`src/rtl/mc_port_arbiter.sv`:
```
// -----------------------------------------------------------------------------
// mc_port_arbiter
// Shares the single native memory port of mc_top between NUM_PORTS requesters.
// A round-robin arbiter picks one requester and forwards its read or write
// command downstream with no added latency. The winning port ID is pushed into
// an in-order tag FIFO, so every mem_ack_i and its read data are steered back
// to the port that issued the matching command.
//
// Ports:
//   clk_i          controller clock, rising edge
//   rst_i          asynchronous active-high reset
//   req_rd_i       per-port read request
//   req_wr_i       per-port 16-bit write byte mask, port p at [16p+15:16p]
//   req_addr_i     per-port address, port p at [ADDR_W*p +: ADDR_W]
//   req_wrdata_i   per-port 128-bit write data, port p at [128p +: 128]
//   req_accept_o   per-port command accepted (one-hot or zero)
//   req_ack_o      per-port response (one-hot or zero)
//   req_rddata_o   shared read data, qualified by req_ack_o
//   mem_rd_o       downstream read request
//   mem_wr_o       downstream write byte mask
//   mem_addr_o     downstream address
//   mem_wrdata_o   downstream write data
//   mem_accept_i   downstream accepts the command on mem_*
//   mem_ack_i      downstream response
//   mem_rddata_i   downstream read data
//   busy_o         at least one command is outstanding
//   err_o          sticky: a response arrived with nothing outstanding
// -----------------------------------------------------------------------------
module mc_port_arbiter #(
  parameter int NUM_PORTS       = 2,
  parameter int MAX_OUTSTANDING = 4,
  parameter int ADDR_W          = 32
) (
  input  logic                        clk_i,
  input  logic                        rst_i,
  input  logic [NUM_PORTS-1:0]        req_rd_i,
  input  logic [NUM_PORTS*16-1:0]     req_wr_i,
  input  logic [NUM_PORTS*ADDR_W-1:0] req_addr_i,
  input  logic [NUM_PORTS*128-1:0]    req_wrdata_i,
  output logic [NUM_PORTS-1:0]        req_accept_o,
  output logic [NUM_PORTS-1:0]        req_ack_o,
  output logic [127:0]                req_rddata_o,
  output logic                        mem_rd_o,
  output logic [15:0]                 mem_wr_o,
  output logic [ADDR_W-1:0]           mem_addr_o,
  output logic [127:0]                mem_wrdata_o,
  input  logic                        mem_accept_i,
  input  logic                        mem_ack_i,
  input  logic [127:0]                mem_rddata_i,
  output logic                        busy_o,
  output logic                        err_o
);

  localparam int PW = (NUM_PORTS > 1) ? $clog2(NUM_PORTS) : 1;
  localparam int AW = $clog2(MAX_OUTSTANDING);
  localparam int CW = AW + 1;

  // Per-port views of the flattened request buses
  logic [NUM_PORTS-1:0] w_req;
  logic [15:0]          w_port_wr     [NUM_PORTS];
  logic [ADDR_W-1:0]    w_port_addr   [NUM_PORTS];
  logic [127:0]         w_port_wrdata [NUM_PORTS];

  // Arbitration
  logic [PW-1:0] w_scan_idx;
  logic [PW-1:0] w_cand;
  logic          w_found;
  logic          w_hit;

  // Tag FIFO control
  logic          w_full;
  logic          w_empty;
  logic          w_drive;
  logic          w_push;
  logic          w_pop;
  logic [PW-1:0] w_head;
  logic [CW-1:0] w_count_nxt;

  // State
  logic [PW-1:0] r_last_grant;
  logic          r_lock;
  logic [PW-1:0] r_lock_port;
  logic [PW-1:0] r_tag [MAX_OUTSTANDING];
  logic [AW-1:0] r_wr_ptr;
  logic [AW-1:0] r_rd_ptr;
  logic [CW-1:0] r_count;
  logic          r_busy;
  logic          r_err;

  for (genvar gp = 0; gp < NUM_PORTS; gp++) begin : g_unpack
    assign w_port_wr[gp]     = req_wr_i[gp*16 +: 16];
    assign w_port_addr[gp]   = req_addr_i[gp*ADDR_W +: ADDR_W];
    assign w_port_wrdata[gp] = req_wrdata_i[gp*128 +: 128];
    assign w_req[gp]         = req_rd_i[gp] | (|req_wr_i[gp*16 +: 16]);
  end

  // Candidate selection: the stalled port while locked, otherwise the first
  // requester after last_grant in circular order.
  always_comb begin
    w_found    = 1'b0;
    w_hit      = 1'b0;
    w_cand     = r_last_grant;
    w_scan_idx = r_last_grant;
    if (r_lock) begin
      w_found = 1'b1;
      w_cand  = r_lock_port;
    end else begin
      for (int i = 0; i < NUM_PORTS; i++) begin
        // Explicit wrap so non-power-of-two port counts stay in range
        w_scan_idx = (w_scan_idx == PW'(NUM_PORTS - 1)) ? '0 : w_scan_idx + 1'b1;
        w_hit      = !w_found && w_req[w_scan_idx];
        w_cand     = w_hit ? w_scan_idx : w_cand;
        w_found    = w_found | w_hit;
      end
    end
  end

  assign w_full  = (r_count == CW'(MAX_OUTSTANDING));
  assign w_empty = (r_count == '0);
  // A full FIFO blocks issue even when a pop frees a slot this cycle, which
  // keeps mem_* independent of mem_ack_i.
  assign w_drive = w_found & ~w_full;
  assign w_push  = w_drive & mem_accept_i;
  assign w_pop   = mem_ack_i & ~w_empty;
  assign w_head  = r_tag[r_rd_ptr];

  // Downstream command mux and per-port accept
  always_comb begin
    mem_rd_o     = 1'b0;
    mem_wr_o     = 16'h0000;
    mem_addr_o   = '0;
    mem_wrdata_o = 128'd0;
    req_accept_o = '0;
    if (w_drive) begin
      mem_rd_o     = req_rd_i[w_cand];
      mem_wr_o     = w_port_wr[w_cand];
      mem_addr_o   = w_port_addr[w_cand];
      mem_wrdata_o = w_port_wrdata[w_cand];
      if (mem_accept_i) begin
        req_accept_o[w_cand] = 1'b1;
      end else begin
        req_accept_o = '0;
      end
    end else begin
      mem_rd_o = 1'b0;
    end
  end

  // Response routing to the port at the head of the tag FIFO
  always_comb begin
    req_ack_o    = '0;
    req_rddata_o = 128'd0;
    if (w_pop) begin
      req_ack_o[w_head] = 1'b1;
      req_rddata_o      = mem_rddata_i;
    end else begin
      req_rddata_o = 128'd0;
    end
  end

  // Next outstanding count
  always_comb begin
    case ({w_push, w_pop})
      2'b10:   w_count_nxt = r_count + CW'(1);
      2'b01:   w_count_nxt = r_count - CW'(1);
      default: w_count_nxt = r_count;
    endcase
  end

  // Arbiter, lock and tag FIFO state
  always_ff @(posedge clk_i or posedge rst_i) begin
    if (rst_i) begin
      r_last_grant <= PW'(NUM_PORTS - 1);
      r_lock       <= 1'b0;
      r_lock_port  <= '0;
      r_wr_ptr     <= '0;
      r_rd_ptr     <= '0;
      r_count      <= '0;
      r_busy       <= 1'b0;
      r_err        <= 1'b0;
      for (int i = 0; i < MAX_OUTSTANDING; i++) begin
        r_tag[i] <= '0;
      end
    end else begin
      if (w_push) begin
        r_tag[r_wr_ptr] <= w_cand;
        r_wr_ptr        <= r_wr_ptr + 1'b1;
        r_last_grant    <= w_cand;
      end
      if (w_pop) begin
        r_rd_ptr <= r_rd_ptr + 1'b1;
      end
      r_count <= w_count_nxt;
      r_busy  <= (w_count_nxt != '0);
      // Hold the stalled command's port until it is accepted
      if (w_push) begin
        r_lock <= 1'b0;
      end else if (w_drive) begin
        r_lock      <= 1'b1;
        r_lock_port <= w_cand;
      end
      if (mem_ack_i && w_empty) begin
        r_err <= 1'b1;
      end
    end
  end

  assign busy_o = r_busy;
  assign err_o  = r_err;

endmodule

```
`config.mk`:
```
export PLATFORM = sky130hd
export DESIGN_NAME = mc_port_arbiter
export DESIGN_NICKNAME = d
export VERILOG_FILES = /design/src/rtl/mc_port_arbiter.sv
export SDC_FILE = /design/constraint.sdc
export NUM_CORES = 1
export LEC_CHECK = 0
export ABC_AREA = 0
export CORE_AREA = 2 2 313 315
export CTS_CLUSTER_DIAMETER = 40
export DETAILED_ROUTE_END_ITERATION = 12
export DIE_AREA = 0 0 315 317
export SYNTH_ARGS = -nofsm -noshare
export SYNTH_HDL_FRONTEND = slang
export SYNTH_SLANG_ARGS = --single-unit
```
`constraint.sdc`:
```
create_clock -name clk_i -period 2.4 [get_ports clk_i]
set_input_delay 0.48 -clock clk_i [delete_from_list [all_inputs] [get_ports clk_i]]
set_output_delay 0.48 -clock clk_i [all_outputs]
set_load 0.01 [all_outputs]
```
* Word-level counts from Yosys, hierarchy flattened *
Index checks and enable logic that the tools add are counted.

storage, ports and cells
  output and inout bits = 311
  register bits after elaboration = 16
  logic and storage cells = 97
  bits of input ports = 486

cells by class
  magnitude comparators = 10
  bitwise logic cells = 12
  equal/unequal tests = 3
  add/subtract/negate cells = 6
  reductions and logical operators = 12
  mux-type cells = 42

operators by type and width
  cell                                                count
  two-way mux 128 bit                                 5
  two-way mux 32 bit                                  4
  two-way mux 16 bit                                  4
  OR reduction 16 bit                                 2
  two-way mux 1 bit                                   20
  < comparator 1 x 2 -> 1 bit, second input constant  4
  >= comparator 3 bit, second input constant          2
  two-way mux 2 bit                                   3
  NOT 2 -> 3 bit                                      2
  case mux 3 bit (2 select lines)                     1
  logical AND 1 bit                                   5
  adder 2 x 1 -> 2 bit, second input constant         2
  bitwise mux 4 bit                                   1
  adder 3 x 1 -> 3 bit, second input constant         1
  AND 1 bit                                           3
  == test 3 bit, second input constant                1
  zero test 3 bit                                     1
  < comparator 3 x 1 -> 1 bit, second input constant  1
  NOT 1 bit                                           3
  OR 1 bit                                            3
  nonzero test 3 bit                                  1
  subtractor 3 x 1 -> 3 bit, second input constant    1
  adder 1 bit, second input constant                  2
  binary-select mux 1 bit (select 2 bit)              1
  other kinds (10)                                    12

* Logic depth before layout (Yosys ltp) *
  depth after elaboration = 15
  gate-level depth with buffers = 12
  mapped depth without buffers = 12

* Worst setup path before layout *
Ideal clock, no wire load.

  kind = input to register
  from = input req_wr_i[1]
  to = register r_busy (netlist: busy_o)
  stages on the path = 12
  data arrival time = 2777 ps
  slack = -509 ps
  library setup time = 131 ps
  required time = 2269 ps
  cells stage by stage = or4_1 > nor3_2 > and4bb_1 > nor2_1 > inv_1 > ha_1 > inv_1 > fa_1 > xor2_1 > nor2_1 > xor2_1 > or3_1

on the way
  cells in the longest elaborated chain, start to end = 13
  elaborated cells between the ends (all ways) = 16
  classes of those cells = 2 x eq/ne; 6 x mux; 4 x bitwise; 4 x reduce/logical

RTL lines
  item                                                     RTL line  source
  start, declared                                          37        input logic [NUM_PORTS*16-1:0] req_wr_i,
  OR reduction 16 bit *                                    94        assign w_req[gp] = req_rd_i[gp] | (|req_wr_i[gp*16 +: 16]);
  OR 1 bit *                                               94
  two-way mux 1 bit (not written as such) (2 in a row)     111       w_hit = !w_found && w_req[w_scan_idx];
  zero test 1 bit                                          111
  logical AND 1 bit                                        111
  OR 1 bit *                                               113       w_found = w_found | w_hit;
  two-way mux 1 bit *                                      104       if (r_lock) begin
  AND 1 bit *                                              122       assign w_drive = w_found & ~w_full;
  AND 1 bit *                                              123       assign w_push = w_drive & mem_accept_i;
  == test 2 x 1 -> 1 bit or == test 2 bit (tied branches)  163       case ({w_push, w_pop})
  case mux 3 bit (2 select lines) *                        163
  via w_count_nxt[2]                                       77        logic [CW-1:0] w_count_nxt;
  nonzero test 3 bit *                                     194       r_busy <= (w_count_nxt != '0);
  end signal, assigned                                     194
  end, declared                                            87        logic r_busy;

Mark *: on every way through the listed nets, which the timed path passes. The rest lies on a longest branch. The select of a mux whose other input is x is not followed.
A chain may end at the register's enable or synchronous reset.

* Worst setup path after layout *
  from = input req_wr_i[7]
  to = output mem_wrdata_o[60]

on the way
  cells in the longest elaborated chain, start to end = 13
  elaborated cells between the ends (all ways) = 19
  classes of those cells = 12 x mux; 4 x bitwise; 3 x reduce/logical

RTL lines
  item                                                    RTL line  source
  OR reduction 16 bit *                                   94
  OR 1 bit *                                              94
  two-way mux 1 bit (not written as such) (2 in a row)    111
  zero test 1 bit                                         111
  logical AND 1 bit                                       111
  two-way mux 1 bit                                       112       w_cand = w_hit ? w_scan_idx : w_cand;
  two-way mux 1 bit                                       104
  NOT 1 -> 2 bit (not written as such)                    138       mem_wrdata_o = w_port_wrdata[w_cand];
  two-way mux 128 bit (not written as such) (3 in a row)  138
  two-way mux 128 bit *                                   134       if (w_drive) begin
  end, declared                                           46        output logic [127:0] mem_wrdata_o,

Every way passes the cells marked *; elsewhere a longest branch is shown, timed or not. The select of a mux whose other input is x is not followed.

==> impl_metrics.tcl <==
set metrics [dict create \
    nets 2332 \
    synth_area_um2 4880 \
    reg2regPathDepth 13 \
    portBuffers 796 \
    via_count 11554 \
    dpl-instance-area_um2 15800 \
    hold_violations 0 \
    violations "setup timing" \
    cts_tree "yes" \
    slew_viol_final 0 \
    seq_area_frac_synth_pct 8.23 \
    drc_errors 0 \
    final_common_cell "clkdlybuf4s50_1" \
    gp_congestion 0.812 \
    yosysTopAreaCellShare_pct 18.8 \
    whs_path_depth 1 \
    area_growth_pct 303 \
    dr.pass1.iters 8 \
    powerDensity_nw_per_um2 1190 \
    synth_seq_cells 16 \
    die_w_um 315 \
    synthArstFlopShare_pct 100 \
    clock_latency_ns 0.25 \
    die_h_um 317 \
    crit_type "primary input to output pin" \
    fin_skew_ns 0.00333 \
    status "complete, but fails checks" \
    grt_max_degree 35 \
    synth.distinct_cells 37 \
    antenna_found_initial 84 \
    min_from "err_o" \
    syn_area_per_cell_um2 5.65 \
    setup_viol 227 \
    cts_buffers 3 \
    vias_per_cell 3.69 \
    num_rows 114 \
    ir_worst_vdd_mv 0.468 \
    final_area_um2 19700 \
    drtIter0Drc 647 \
    max_slew.worst_pin.slew_ns 0.686 \
    coreArea_um2 96300 \
    boundaryPins 797 \
    finalCritPeriodShare_pct 129 \
    leakage_nw 7.75 \
    yosysTopAreaCell "nand3_1" \
    ant_nets 0 \
    fmax_ghz 0.322 \
    whs_endpoint "err_o" \
    ff2ff_setup_slack_ns -0.39 \
    root_buffer "clkbuf_16" \
    fin_ws_ns -0.707 \
    wl_per_cell_um 29.2 \
    r2r-start "r_lock" \
    clock_path_buffers 2 \
    worstPathMaxFanout 6 \
    die_area_um2 99900 \
    hpwl_um 73300 \
    maxCapViolations 0 \
    synth_edf_count 0 \
    synth_area_leaders "nand3_1, a21oi_1, and2_1, o21ai_0, dfrtp_1" \
    htreeDepth 1 \
    dp.cells 2960 \
    clock_sinks 16 \
    synth_flop_cell "dfrtp_1" \
    layout-drive-gt1-share_pct 46.8 \
    start_util_pct 5.07 \
    grt_overflow 0 \
    fin_crit_ns 3.11 \
    max_slew_margin_pct 54.2 \
    start_kind "primary input" \
    wirelength_um 91500 \
    end_kind "output pin" \
    grt_pass1_vias 11171 \
    syn_nets 1356 \
    synth_warnings 0 \
    cp.arrival_ns 2.63 \
    clkTransAtPathRegs_ns 0.05 \
    rsz0062_at_grt "true" \
    syn_inst 864 \
    instances_no_fill 3134 \
    holdCritPathClass "flip-flop to flip-flop" \
    crit_required_ns 1.92 \
    mostFrequentLayoutCells "clkdlybuf4s50_1, nand3_1, buf_6" \
    grt_pass1_wl_um 111000 \
    rr_endpoint "busy_o" \
    n_fill_cell 10648 \
    grt_use_total_pct 16.8 \
]
-- final cells by class --
cell class / instances / area, um^2 / share of cell area, %
clock buffer: 4 / 78.8 / 0.400
timing repair buffer: 1082 / 11800 / 59.9
sequential: 16 / 402 / 2.04
inverter: 7 / 26.3 / 0.133
antenna: 19 / 47.5 / 0.241
multi-input combinational: 730 / 5740 / 29.1
tap: 1276 / 1600 / 8.11
-- stage by stage --
step                setup WS [ns]  setup TNS [ns]  total power, mW  utilization [%]  hold slack (ns)
CTS                        -0.710         -116.59             21.8             19.3            0.492
finish                     -0.707         -110.39             23.4             20.5            0.502
detailed placement          -1.49         -259.05             17.3             16.4            0.476
floorplan                  -0.496          -15.78             6.77                -            0.393
global route               -0.788         -128.29             24.7             20.4            0.524
global placement            -1.47         -258.80             17.3             16.4            0.456
-- power breakdown --
group	internal, mW	switching (mW)
Clock	0.226	0.111
Sequential	0.404	0.159
Combinational	11.1	11.4
-- sequential cells by signal, summed over array words and instances, names as in the netlist --
register	count
r_last_grant	1
r_tag	4
r_count	3
busy_o	1
r_lock_port	1
r_lock	1
r_rd_ptr	2
r_wr_ptr	2
err_o	1
-- cell usage after synthesis, drive strengths merged, types with 2 or more instances --
master and n:
inv 7, and2 129, nand3 183, buf 38, nor2 7, nor4 6
nand2 6, dfrtp 15, nand2b 2, mux2 2, a21oi 177, nor2b 2
clkbuf 74, o21ai 185, and3 2, nor3 3, o31ai 5, ha 5
xor2 3, xnor2 3
-- worst max-delay path: stages --
cell and delay, ns:
buf_6 0.09, or4_4 0.57, nor3_4 0.19, and4bb_1 0.27, buf_6 0.12, nand2b_4 0.16, buf_12 0.15, buf_12 0.14
buf_16 0.14, buf_6 0.11, a21oi_4 0.03, buf_6 0.15
-- per-layer routing --
| metal | track usage [%] | share of wire, % | up-vias |
|---|---|---|---|
| met5 | 1.04 | 0.83 | - |
| met4 | 2.53 | 2.6 | 102 |
| met3 | 10.7 | 14 | 197 |
| met2 | 29.2 | 48 | 668 |
| met1 | 17.3 | 35 | 5494 |
| li1 | - | - | 5093 |
-- what timing repair did --
item | CTS | global route
resized for setup | 1103 | 281
gates cloned | 32 | 9
hold buffers | 0 | 0
pin swaps | 92 | 61
setup buffers | 90 | 36
endpoints found under the setup margin | 298 | 308
-- cells by family after synthesis --
family                   share of synthesized area (%)
AND/OR/NAND/NOR                                   38.8
multiplexers                                     0.923
buffers and inverters                             10.6
adder cells (fa/ha/maj)                           1.69
flip-flops                                        8.23
AO/OA/AOI/OAI                                     38.7
XOR/XNOR                                          1.08
-- how the worst max path moves through the flow --
| stage | from | cells after the start | endpoint |
|---|---|---|---|
| floorplan | req_wr_i[1] | 12 | busy_o |
| global placement | req_wr_i[4] | 9 | mem_wrdata_o[92] |
| detailed placement | req_wr_i[1] | 8 | mem_wrdata_o[92] |
| CTS | req_wr_i[7] | 12 | mem_wrdata_o[119] |
| global route | req_rd_i[0] | 16 | busy_o |
| finish | req_wr_i[7] | 12 | mem_wrdata_o[60] |
Power figures use the tool's default switching activity.
